===== src/rtl/nonce_report_pkg.sv =====
// nonce_report_pkg: shared FSM states, frame constants and checksum helper for the golden nonce reporter
package nonce_report_pkg;
    // Frame states in transmit order; IDLE separates consecutive frames.
    typedef enum logic [2:0] {IDLE, SYNC, B3, B2, B1, B0, CSUM} state_t;
    localparam logic [7:0] SYNC_BYTE_DEFAULT = 8'hA5;
    localparam int         FRAME_LEN         = 6;
    function automatic logic [7:0] nonce_csum(input logic [31:0] n);
        return n[31:24] ^ n[23:16] ^ n[15:8] ^ n[7:0];
    endfunction
endpackage


===== src/rtl/nonce_fifo.sv =====
// nonce_fifo: DEPTH-entry 32-bit FIFO with show-ahead head, level count and full/empty flags
//   hash_clk, rst_n    : clock, asynchronous active-low reset
//   push, wdata        : write request and data (accepted when not full, or full with a same-edge pop)
//   pop, rdata         : read request and current head entry
//   full, empty, level : occupancy status
module nonce_fifo #(
    parameter int DEPTH = 4
) (
    input  logic                       hash_clk,
    input  logic                       rst_n,
    input  logic                       push,
    input  logic [31:0]                wdata,
    input  logic                       pop,
    output logic [31:0]                rdata,
    output logic                       full,
    output logic                       empty,
    output logic [$clog2(DEPTH):0]     level
);
    localparam int AW = $clog2(DEPTH);
    localparam int LW = AW + 1;
    logic [31:0]   mem_q [DEPTH];
    logic [AW-1:0] wr_q, wr_d, rd_q, rd_d;
    logic [LW-1:0] level_q, level_d;
    logic          do_push, do_pop;
    assign full  = level_q == LW'(DEPTH);
    assign empty = level_q == '0;
    assign level = level_q;
    assign rdata = mem_q[rd_q];
    // A push into a full FIFO is legal when the head leaves on the same edge.
    assign do_pop  = pop && !empty;
    assign do_push = push && (!full || do_pop);
    always_comb begin
        wr_d    = do_push ? wr_q + 1'b1 : wr_q;
        rd_d    = do_pop ? rd_q + 1'b1 : rd_q;
        level_d = level_q + LW'(do_push) - LW'(do_pop);
    end
    always_ff @(posedge hash_clk or negedge rst_n) begin
        if (!rst_n) begin
            wr_q    <= '0;
            rd_q    <= '0;
            level_q <= '0;
        end else begin
            wr_q    <= wr_d;
            rd_q    <= rd_d;
            level_q <= level_d;
        end
    end
    always_ff @(posedge hash_clk) begin
        if (do_push) mem_q[wr_q] <= wdata;
    end
endmodule


===== src/rtl/golden_nonce_reporter.sv =====
// golden_nonce_reporter: queues winning nonces and streams each as a 6-byte frame (sync, 4 nonce bytes, XOR checksum)
//   hash_clk, rst_n            : clock, asynchronous active-low reset
//   golden_valid, golden_nonce : one-cycle strobe and winning nonce from the miner
//   tx_data, tx_valid, tx_ready: registered byte stream with valid/ready handshake
//   fifo_level                 : stored nonces; drop_count: saturating overflow count; busy: work pending
module golden_nonce_reporter
    import nonce_report_pkg::*;
#(
    parameter int         DEPTH     = 4,
    parameter logic [7:0] SYNC_BYTE = SYNC_BYTE_DEFAULT
) (
    input  logic                   hash_clk,
    input  logic                   rst_n,
    input  logic                   golden_valid,
    input  logic [31:0]            golden_nonce,
    output logic [7:0]             tx_data,
    output logic                   tx_valid,
    input  logic                   tx_ready,
    output logic [$clog2(DEPTH):0] fifo_level,
    output logic [7:0]             drop_count,
    output logic                   busy
);
    state_t      state_q, state_d;
    logic [31:0] frame_q, frame_d, head;
    logic [7:0]  tx_data_q, tx_data_d, drop_q, drop_d;
    logic        tx_valid_q, tx_valid_d;
    logic        full, empty, pop, xfer;
    nonce_fifo #(.DEPTH(DEPTH)) u_fifo (
        .hash_clk (hash_clk),
        .rst_n    (rst_n),
        .push     (golden_valid),
        .wdata    (golden_nonce),
        .pop      (pop),
        .rdata    (head),
        .full     (full),
        .empty    (empty),
        .level    (fifo_level)
    );
    assign pop        = state_q == IDLE && !empty;
    assign xfer       = tx_valid_q && tx_ready;
    assign tx_data    = tx_data_q;
    assign tx_valid   = tx_valid_q;
    assign drop_count = drop_q;
    assign busy       = state_q != IDLE || !empty;
    always_comb begin
        frame_d = pop ? head : frame_q;
        drop_d  = (golden_valid && full && !pop && drop_q != 8'hFF) ? drop_q + 8'd1 : drop_q;
        state_d = state_q;
        if (state_q == IDLE)
            state_d = pop ? SYNC : IDLE;
        else if (xfer)
            state_d = state_q == CSUM ? IDLE : state_t'(state_q + 3'd1);
        // Outputs are computed from the next state so they can be registered.
        tx_valid_d = state_d != IDLE;
        case (state_d)
            SYNC:    tx_data_d = SYNC_BYTE;
            B3:      tx_data_d = frame_d[31:24];
            B2:      tx_data_d = frame_d[23:16];
            B1:      tx_data_d = frame_d[15:8];
            B0:      tx_data_d = frame_d[7:0];
            CSUM:    tx_data_d = nonce_csum(frame_d);
            default: tx_data_d = 8'h00;
        endcase
    end
    always_ff @(posedge hash_clk or negedge rst_n) begin
        if (!rst_n) begin
            state_q    <= IDLE;
            frame_q    <= '0;
            tx_data_q  <= 8'h00;
            tx_valid_q <= 1'b0;
            drop_q     <= 8'h00;
        end else begin
            state_q    <= state_d;
            frame_q    <= frame_d;
            tx_data_q  <= tx_data_d;
            tx_valid_q <= tx_valid_d;
            drop_q     <= drop_d;
        end
    end
endmodule


===== config.mk =====
export PLATFORM = sky130hd
export DESIGN_NAME = golden_nonce_reporter
export DESIGN_NICKNAME = d
export VERILOG_FILES = /design/src/rtl/nonce_report_pkg.sv /design/src/rtl/nonce_fifo.sv /design/src/rtl/golden_nonce_reporter.sv
export SDC_FILE = /design/constraint.sdc
export NUM_CORES = 1
export LEC_CHECK = 0
export CAP_MARGIN = 15
export CORE_MARGIN = 2
export CORE_UTILIZATION = 61
export CTS_CLUSTER_DIAMETER = 150
export DETAILED_ROUTE_END_ITERATION = 16
export GPL_TIMING_DRIVEN = 0
export PLACE_DENSITY_LB_ADDON = 0.25
export SETUP_SLACK_MARGIN = 0.2
export SKIP_CTS_REPAIR_TIMING = 1
export SLEW_MARGIN = 30
export SYNTH_ARGS = -nofsm -noshare
export SYNTH_HDL_FRONTEND = slang
export SYNTH_SLANG_ARGS = --single-unit

===== constraint.sdc =====
create_clock -name hash_clk -period 6.65 [get_ports hash_clk]
set_input_delay 1.33 -clock hash_clk [delete_from_list [all_inputs] [get_ports hash_clk]]
set_output_delay 1.33 -clock hash_clk [all_outputs]
set_load 0.01 [all_outputs]

==> reports/results.ini <==
[status]
outcome = complete, no violations

[cells_and_area]
antenna_cells = 0
fin_nets = 534
area_growth_pct = 19.0
fin_util_pct = 75.3
drive_gt1_share_pct = 23.5
final_area_sq_um = 9120
nFillCells = 733

[yosys]
synth_nets = 454
syn-cell-area_sq_um = 7660
synthFlopType = edfxtp_1
synth.distinct_cells = 51
synthCells = 410
yosys_warnings = 0
synth_edf_count = 128
synthArstFlopShare_pct = 31.6
syn_avg_cell_area_sq_um = 18.7
ys_seq_area_share_pct = 69.5
ys_ff_latch = 187

[global_route]
grt_usage_pct = 22.4
antenna_found_initial = 0
grt_first_pass_wirelength_um = 21700
grt_max_degree = 47
overflow = 0
grt_pass1_vias = 4127

[sta]
finalClockSkew_ns = 0.00816
relSlewSlack_pct = 53.5
hold_viol = 0
worst_slew_pin_slew_ns = 0.695
fin_crit_sh_pct = 53.5
max_freq_ghz = 0.281
rsz0062_at_grt = no
post-route-min-period_ns = 3.56
slew_viol_final = 0
setup_viol = 0
tns_ns = 0

[setup_path]
cp.required_ns = 5.32
crit_path_max_incr_delay_ns = 0.49
r2r_cells = 10
cp_max_fo = 10
crit_type = flop to output pin
cpMostUsedCell = nand2_1
worstPathArrival_ns = 2.23
crit_family = buffers and inverters
start_kind = flop
cp.depth = 5
slowest_stage = clkdlybuf4s50_1
crit_path_cell_trace = or3_1 > nand2_1 > buf_2 > nand2_1 > clkdlybuf4s50_1
path_buf_inv = 2
endpoint_kind = output pin

[placement]
place_area_sq_um = 8570
place.detailed.hpwl_um = 9380
gp_congestion = 0.816
io_buffers = 56

[die]
die_area_sq_um = 13500
rows = 40
die_h_um = 116
die_w_um = 116
initial_utilization_pct = 63.2
fp.coreArea_sq_um = 12100
io_pins = 57

[worst_hold_path]
hold_path.class = flop to flop
hold_depth = 1

[drt]
drtIter0Drc = 265
routed_wl_um = 13600
firstDrtPassIters = 4
drtAntennaViolNets = 0
detail_route.wl_per_cell_um = 20.2
vias_per_cell = 5.75
vias = 3859
drc = 0

[pwr]
ir_drop_uv = 252
powerDensity_nw_per_um2 = 496
power_leakage_nw = 3.34

[clock_tree]
path_clk_slew_ns = 0.06
htree_levels = 4
worstSkewPairLatency_ns = 0.43
max-clock-path-buffers = 2
root_buffer = clkbuf_16
cts_tree = done
cts_sinks = 187
numCtsBuffers = 17

[flow_run]
cap_violations = 0

power breakdown:
| part | switching, W | total (W) | internal (W) |
|---|---|---|---|
| Sequential | 0.000138 | 0.00174 | 0.00160 |
| Clock | 0.000387 | 0.000926 | 0.000539 |
| Combinational | 0.000907 | 0.00186 | 0.000955 |
state kept, by name (all words and copies together) (netlist names):
name,flops
tx_data,8
frame_q,32
u_fifo.rd_q,2
drop_count,8
u_fifo.level,3
state_q,3
u_fifo.mem_q,128
u_fifo.wr_q,2
tx_valid,1
placed cells by master, fill, tap and decap left out, types with 6 or more instances in the layout:
cell	netlist	layout
a21oi_1	6	6
clkbuf_1	3	6
clkbuf_16	0	17
clkdlybuf4s50_1	0	55
dfrtp_1	59	59
edfxtp_1	128	128
ha_1	7	7
inv_1	10	10
mux2_2	23	23
mux2_4	8	8
mux4_1	7	7
mux4_2	25	25
nand2_1	19	19
nor2_1	6	6
xnor2_1	24	24
xnor2_2	6	6
synth_stat cells, drive strengths merged, types with 4 or more instances:
cell type | number | area, sq um
edfxtp | 128 | 3840
mux4 | 32 | 747
o211ai | 5 | 37.5
dfrtp | 59 | 1480
nand3 | 4 | 30.0
and3 | 8 | 50.1
nand2 | 19 | 71.3
nor2 | 7 | 33.8
xor2 | 5 | 43.8
xnor2 | 30 | 308
ha | 7 | 87.6
or3 | 5 | 31.3
o21ai | 6 | 30.0
buf | 11 | 91.3
mux2 | 31 | 379
inv | 11 | 41.3
a21oi | 6 | 30.0
final cells by class:
cell class | count | area [sq um] | area share [%]
clock buffer | 23 | 478 | 5.24
sequential | 187 | 5320 | 58.3
tap | 168 | 210 | 2.31
timing repair buffer | 61 | 696 | 7.63
clock inverter | 9 | 70.1 | 0.768
multi-input combinational | 198 | 2200 | 24.1
buffer | 14 | 103 | 1.13
inverter | 11 | 41.3 | 0.453
through the flow:
| step | total power (W) | worst slack [ns] | hold slack (ns) | instances |
|---|---|---|---|---|
| after CTS | 0.00457 | 3.08 | 0.501 | 671 |
| after floorplan | 0.00308 | 4.03 | 0.467 | 410 |
| final | 0.00453 | 3.09 | 0.493 | 671 |
| after detailed placement | 0.00363 | 2.99 | 0.484 | 639 |
| after global placement | 0.00352 | 2.34 | 0.476 | 634 |
| after global routing | 0.00479 | 2.99 | 0.540 | 671 |
worst reg2reg max path, delay by kind of cell (launching register included):
kind                     cells  cell delay (ns)
buffers and inverters        3             0.31
flip-flops                   1             0.42
adder cells (fa/ha/maj)      3             0.86
AND/OR/NAND/NOR              2             0.55
XOR/XNOR                     2             0.35
metal layers:
metal  up-vias  GRT usage, %  part of all wire (%)
met2        90          36.8                    50
met1      1991          29.8                    42
met4         0          7.70                   1.6
met5         -             0                     0
li1       1757             -                     -
met3        21          5.60                   6.1
final timing paths:
| kind | slack (ns) | start | to |
|---|---|---|---|
| setup / recovery | 3.09 | u_fifo.level[2]$_DFF_PN0_ | busy |
| hold / removal | 0.49 | drop_count[6]$_DFFE_PN0P_ | drop_count[6]$_DFFE_PN0P_ |
| setup reg to reg | 4.09 | u_fifo.level[2]$_DFF_PN0_ | u_fifo.level[2]$_DFF_PN0_ |
| hold reg to reg | 0.49 | drop_count[6]$_DFFE_PN0P_ | drop_count[6]$_DFFE_PN0P_ |
| max in group asynchronous | 5.38 | rst_n | frame_q[9]$_DFF_PN0_ |
| min in group asynchronous | 0.76 | rst_n | drop_count[2]$_DFFE_PN0P_ |
cell families after synthesis:
| group | share of synthesized area, % |
|---|---|
| adder cells (fa/ha/maj) | 1.40 |
| flip-flops | 69.5 |
| AND/OR/NAND/NOR | 3.97 |
| multiplexers | 14.7 |
| buffers and inverters | 1.88 |
| XOR/XNOR | 4.88 |
| AO/OA/AOI/OAI | 3.71 |
Note: power is estimated with default switching activity, not from simulation.
